`src/rtl/lf_envelope_decim.sv`:
```
// LF envelope decimator: boxcar-averages ADC samples captured on adc_clk rising edges
// and feeds them through a hysteresis comparator. Optional run-length counter: LF_ENV_RUNLEN_EN.
module lf_envelope_decim #(
  parameter int AVG_LOG2 = 2
) (
  input  logic        pck0,
  input  logic        rst_n,
  input  logic        adc_clk,
  input  logic [7:0]  adc_d,
  input  logic [7:0]  thr_hi,
  input  logic [7:0]  thr_lo,
  input  logic        clear_ovr,
  input  logic        out_ready,
  output logic [7:0]  out_data,
  output logic        out_valid,
  output logic        env_hi,
  output logic        edge_pulse,
  output logic        overrun,
  output logic [15:0] run_len
);

  localparam int ACC_W = 8 + AVG_LOG2;
  localparam int CNT_W = (AVG_LOG2 > 0) ? AVG_LOG2 : 1;
  localparam logic [CNT_W-1:0] CNT_LAST = CNT_W'((1 << AVG_LOG2) - 1);

  typedef enum logic {ST_LOW, ST_HIGH} state_t;

  function automatic logic [7:0] avg_trunc(input logic [ACC_W-1:0] sum);
    logic [ACC_W-1:0] sh;
    sh = sum >> AVG_LOG2;
    return sh[7:0];
  endfunction

  function automatic logic [15:0] sat_inc16(input logic [15:0] v);
    return (v == 16'hFFFF) ? v : v + 16'd1;
  endfunction

  logic             adc_clk_q;
  logic             strobe;
  logic [ACC_W-1:0] acc_q, acc_d;
  logic [CNT_W-1:0] cnt_q, cnt_d;
  logic [ACC_W-1:0] sum;
  logic             last;
  logic [7:0]       avg_q, avg_d;
  logic             avg_new_q, avg_new_d;

  logic [7:0]       out_data_q, out_data_d;
  logic             out_valid_q, out_valid_d;
  logic             overrun_q, overrun_d;
  logic             drop;

  state_t           state_q, state_d;
  logic             trans;
  logic             edge_q;

  assign strobe = adc_clk & ~adc_clk_q;
  assign sum    = acc_q + ACC_W'(adc_d);
  assign last   = (cnt_q == CNT_LAST);

  // Accumulation: the completing strobe folds its own sample into the average.
  always_comb begin
    acc_d     = acc_q;
    cnt_d     = cnt_q;
    avg_d     = avg_q;
    avg_new_d = 1'b0;
    if (strobe) begin
      if (last) begin
        avg_d     = avg_trunc(sum);
        avg_new_d = 1'b1;
        acc_d     = '0;
        cnt_d     = '0;
      end else begin
        acc_d = sum;
        cnt_d = cnt_q + 1'b1;
      end
    end
  end

  always_ff @(posedge pck0 or negedge rst_n) begin
    if (!rst_n) begin
      adc_clk_q <= 1'b0;
      acc_q     <= '0;
      cnt_q     <= '0;
      avg_q     <= '0;
      avg_new_q <= 1'b0;
    end else begin
      adc_clk_q <= adc_clk;
      acc_q     <= acc_d;
      cnt_q     <= cnt_d;
      avg_q     <= avg_d;
      avg_new_q <= avg_new_d;
    end
  end

  // Output holding register; a full register that is not being drained drops the new average.
  always_comb begin
    out_data_d  = out_data_q;
    out_valid_d = out_valid_q;
    drop        = 1'b0;
    if (avg_new_q) begin
      if (!out_valid_q || out_ready) begin
        out_data_d  = avg_q;
        out_valid_d = 1'b1;
      end else begin
        drop = 1'b1;
      end
    end else if (out_valid_q && out_ready) begin
      out_valid_d = 1'b0;
    end
    overrun_d = overrun_q;
    if (clear_ovr) overrun_d = 1'b0;
    if (drop)      overrun_d = 1'b1;
  end

  // Hysteresis comparator, stepped once per average whether or not it was delivered.
  always_comb begin
    state_d = state_q;
    trans   = 1'b0;
    if (avg_new_q) begin
      if (state_q == ST_LOW) begin
        if (avg_q >= thr_hi) begin
          state_d = ST_HIGH;
          trans   = 1'b1;
        end
      end else begin
        if (avg_q <= thr_lo) begin
          state_d = ST_LOW;
          trans   = 1'b1;
        end
      end
    end
  end

  always_ff @(posedge pck0 or negedge rst_n) begin
    if (!rst_n) begin
      out_data_q  <= '0;
      out_valid_q <= 1'b0;
      overrun_q   <= 1'b0;
      state_q     <= ST_LOW;
      edge_q      <= 1'b0;
    end else begin
      out_data_q  <= out_data_d;
      out_valid_q <= out_valid_d;
      overrun_q   <= overrun_d;
      state_q     <= state_d;
      edge_q      <= trans;
    end
  end

`ifdef LF_ENV_RUNLEN_EN
  logic [15:0] run_cnt_q, run_cnt_d;
  logic [15:0] run_len_q, run_len_d;

  // run_len reports the averages spent in the previous state, including the one that ended it.
  always_comb begin
    run_cnt_d = run_cnt_q;
    run_len_d = run_len_q;
    if (avg_new_q) begin
      if (trans) begin
        run_len_d = sat_inc16(run_cnt_q);
        run_cnt_d = '0;
      end else begin
        run_cnt_d = sat_inc16(run_cnt_q);
      end
    end
  end

  always_ff @(posedge pck0 or negedge rst_n) begin
    if (!rst_n) begin
      run_cnt_q <= '0;
      run_len_q <= '0;
    end else begin
      run_cnt_q <= run_cnt_d;
      run_len_q <= run_len_d;
    end
  end

  assign run_len = run_len_q;
`else
  assign run_len = 16'd0;
`endif

  assign out_data   = out_data_q;
  assign out_valid  = out_valid_q;
  assign overrun    = overrun_q;
  assign env_hi     = (state_q == ST_HIGH);
  assign edge_pulse = edge_q;

endmodule

```
`config.mk`:
```
export PLATFORM = sky130hd
export DESIGN_NAME = lf_envelope_decim
export DESIGN_NICKNAME = d
export VERILOG_FILES = /design/src/rtl/lf_envelope_decim.sv
export SDC_FILE = /design/constraint.sdc
export NUM_CORES = 1
export LEC_CHECK = 0
export ABC_CLOCK_PERIOD_IN_PS = 2300
export BUFFER_PORTS_ARGS = -buffer_cell sky130_fd_sc_hd__buf_2
export CORE_MARGIN = 3
export CORE_UTILIZATION = 45
export DETAILED_ROUTE_END_ITERATION = 8
export GPL_TIMING_DRIVEN = 0
export PLACE_DENSITY = 0.7
export SYNTH_ARGS = -nofsm -noshare
export SYNTH_HDL_FRONTEND = slang
export SYNTH_SLANG_ARGS = --single-unit
```
`constraint.sdc`:
```
create_clock -name pck0 -period 2.3 [get_ports pck0]
set_input_delay 0.115 -clock pck0 [delete_from_list [all_inputs] [get_ports pck0]]
set_output_delay 0.115 -clock pck0 [all_outputs]
set_load 0.02 [all_outputs]
```
==> flow_summary.ini <==
[power_and_ir_drop]
irDropWorstVdd_mv = 0.494
leakagePower_nw = 1.42
intPower_mw = 1.64
clockPowerShare_pct = 15.0
p_sw_share_pct = 40.6
comb_power_share_pct = 48.5
switching_power_mw = 1.12
power_density_nw_per_um2 = 1070
pwr-share-seq_pct = 36.5

[finish]
register_area_um2 = 851
nNetsFinal = 337
drive_above_1_share_pct = 29.1
nFillCells = 420
multi_input_area_um2 = 1140
antenna_cells = 0
finalInstanceArea_um2 = 2590
layout-area-overhead-vs-synth_pct = 19.4

[drt]
drc = 0
routed_wl_mm = 4.07
drt_iter0_markers = 96
viasPerCell = 4.95
firstDrtPassIters = 5
wl_per_cell_um = 12.2
ant_nets = 0
vias = 1652

[yosys]
synthArstFlopShare_pct = 100
yosysTopAreaCellShare_pct = 39.3
ys_seq_area_share_pct = 39.3
ys.flop_type = dfrtp_1
synth-edff-count = 0
synth_area_um2 = 2170
avgSynthCellArea_um2 = 9.94
yosys_warnings = 0
syn_inst = 218
synth_top_area_cell = dfrtp_1
synth.distinct_cells = 47
synthTopCellsByArea = dfrtp_1, ha_1, buf_4
synth-seq-cells = 34

[sta]
hold_viol_final = 0
fmax_ghz = 0.479
drv_slew = 0
finClkSkew_ns = 0.00302
final-setup-viol-count = 0
tightestPinTransition_ns = 0.749
rsz0062_at_grt = false
fin_setup_tns_ns = 0
layout_min_cycle_time_ns = 2.09
fin_ws_ns = 0.211
fin_crit_sh_pct = 90.8
hold_slack_ns = 0.0178
relSlewSlack_pct = 50.1

[setup_path]
worst_path_max_delay_cell = fa_1
crit_fanout = 3
critPathRequiredTime_ns = 2.48
arrival_ns = 2.27
criticalPathCategory = reg2reg
cp_slowest_stage_delay_ns = 0.43
endpoint_kind = flop
path_cells = ha_1 > inv_1 > fa_1 > nor2b_4 > o211ai_2 > a21boi_0 > o21ai_0 > a32o_1
path_buf_inv = 1
cpLargestDelayFamily = compound AO/OA/AOI/OAI gates
reg2reg_from = acc_q[0]
startpoint = acc_q[0]
critPathLaunchType = flop

[placed_design]
dpl_cell_area_um2 = 2490
portBuffers = 40
dpl.hpwl_mm = 3.24
dpl_worst_slack_ns = 0.244
gp_congestion = 0.788

[floorplan]
rows = 24
io_pins = 57
die_h_um = 75.4
dieArea_um2 = 5680
die_w_um = 75.4
core_um2 = 4500
start_util_pct = 48.1

[clock_network]
cts.clk_slew.worst_paths_ns = 0.07
cts_sinks = 34
cts.path.max_buffers = 2
cts_root_buffer = clkbuf_8
numCtsBuffers = 5
clock_latency_ns = 0.29
cts_tree = yes
ctsHtreeMaxLevel = 2

[grt]
grt_first_pass_wirelength_mm = 6.62
antenna_found_initial = 0
grt_max_degree = 35
grt_usage_pct = 15.4
grt_pass1_vias = 1536
grt_overflow = 0

[worst_hold_path]
min_path_type = in2reg
worstHoldStart = clear_ovr

[flow_run]
cap_violations = 0

[outcome]
status = finished, final reports clean
-- cell usage after synthesis (4+ instances only) --
cell       n
o21ai_0   11
buf_4     16
nand2_1   22
a22o_1     5
a21oi_1   10
nor2_1     5
ha_1      25
nand2b_1   4
mux2_2    10
dfrtp_1   34
inv_1     27
-- kinds of logic (layout without fill, tap and decap cells) --
| logic type | after synthesis | in the layout | share of synthesized area, % |
|---|---|---|---|
| buf+inv | 45 | 94 | 10.6 |
| other cells | 1 | 16 | 0.173 |
| mux | 10 | 10 | 5.20 |
| compound gates | 50 | 50 | 16.3 |
| xor+xnor | 6 | 6 | 2.43 |
| simple gates | 46 | 46 | 10.7 |
| fa+ha+maj | 26 | 26 | 15.4 |
| flops | 34 | 34 | 39.3 |
-- cells in the final DEF (no fill, tap or decap), types with 2 or more instances in the layout --
cell / Yosys / layout
a31oi_1: 3 / 3
o21ai_0: 11 / 11
xnor2_1: 3 / 3
a21o_1: 2 / 2
nor2_1: 5 / 5
o22ai_1: 2 / 2
xor2_1: 3 / 3
ha_1: 25 / 25
nand3_1: 3 / 3
dlygate4sd3_1: 0 / 2
clkbuf_8: 0 / 5
conb_1: 1 / 16
buf_4: 16 / 16
inv_1: 27 / 27
a21oi_1: 10 / 10
or3_1: 2 / 2
nand2_1: 22 / 22
clkinv_2: 0 / 2
buf_2: 0 / 40
mux2_2: 10 / 10
dfrtp_1: 34 / 34
nand2b_1: 4 / 4
o211ai_1: 3 / 3
a22o_1: 5 / 5
-- layout make-up --
type | instances | area share [%]
sequential | 34 | 32.9
clock buffer | 5 | 2.66
inverter | 28 | 4.06
clock inverter | 2 | 0.387
tap | 52 | 2.51
multi-input combinational | 154 | 44.2
timing repair buffer | 42 | 8.51
buffer | 17 | 4.79
-- power groups by stage --
| stage | Combinational [mW] | Clock [mW] | Sequential, mW |
|---|---|---|---|
| after CTS | 1.35 | 0.432 | 1.01 |
| after global placement | 1.31 | 0 | 1.01 |
| after global routing | 1.52 | 0.454 | 1.04 |
| final | 1.34 | 0.413 | 1.01 |
| after detailed placement | 1.34 | 0 | 1.02 |
| after floorplan | 0.939 | 0 | 1.07 |
-- worst register-to-register path, stage by stage, from the launching register on --
cell      delay, ns
dfrtp_1        0.34
ha_1           0.21
inv_1          0.07
fa_1           0.43
nor2b_4        0.16
o211ai_2       0.10
a21boi_0       0.23
o21ai_0        0.16
a32o_1         0.28
-- repair_timing --
item | CTS | global route
hold endpoints to repair | 35 | 0
hold buffers | 2 | 0
setup buffers | 0 | 0
gates resized for setup | 0 | 0
-- state kept, by name, summed over array words and instances (netlist names) --
| name | flops |
|---|---|
| acc_q | 10 |
| adc_clk_q | 1 |
| avg_new_q | 1 |
| avg_q | 8 |
| cnt_q | 2 |
| edge_pulse | 1 |
| env_hi | 1 |
| out_data | 8 |
| out_valid | 1 |
| overrun | 1 |
-- per-stage QoR --
stage / cells / utilization (%) / power [mW]
after floorplan: 233 / - / 2.00
after global placement: 325 / 55.3 / 2.32
after detailed placement: 325 / 55.3 / 2.36
after CTS: 334 / 57.4 / 2.79
after global routing: 334 / 57.4 / 3.02
final: 334 / 57.4 / 2.76
-- path summary, 6_finish.rpt --
kind / slack (ns) / end / cells past startpoint
worst max-delay path: 0.21 / acc_q[6] / 8
worst max register to register: 0.21 / acc_q[6] / 8
min in group asynchronous: 0.43 / acc_q[0] / 2
worst min-delay path: 0.02 / overrun / 2
max in group asynchronous: 1.39 / out_data[5] / 2
worst min register to register: 0.48 / out_data[0] / 2
-- per-layer routing --
layer  track usage [%]  part of all wire (%)
met2              24.7                    44
met1              20.2                    50
met5                 0                     0
met3              4.49                   5.3
met4              4.85                  0.98
Power figures use the tool's default switching activity.
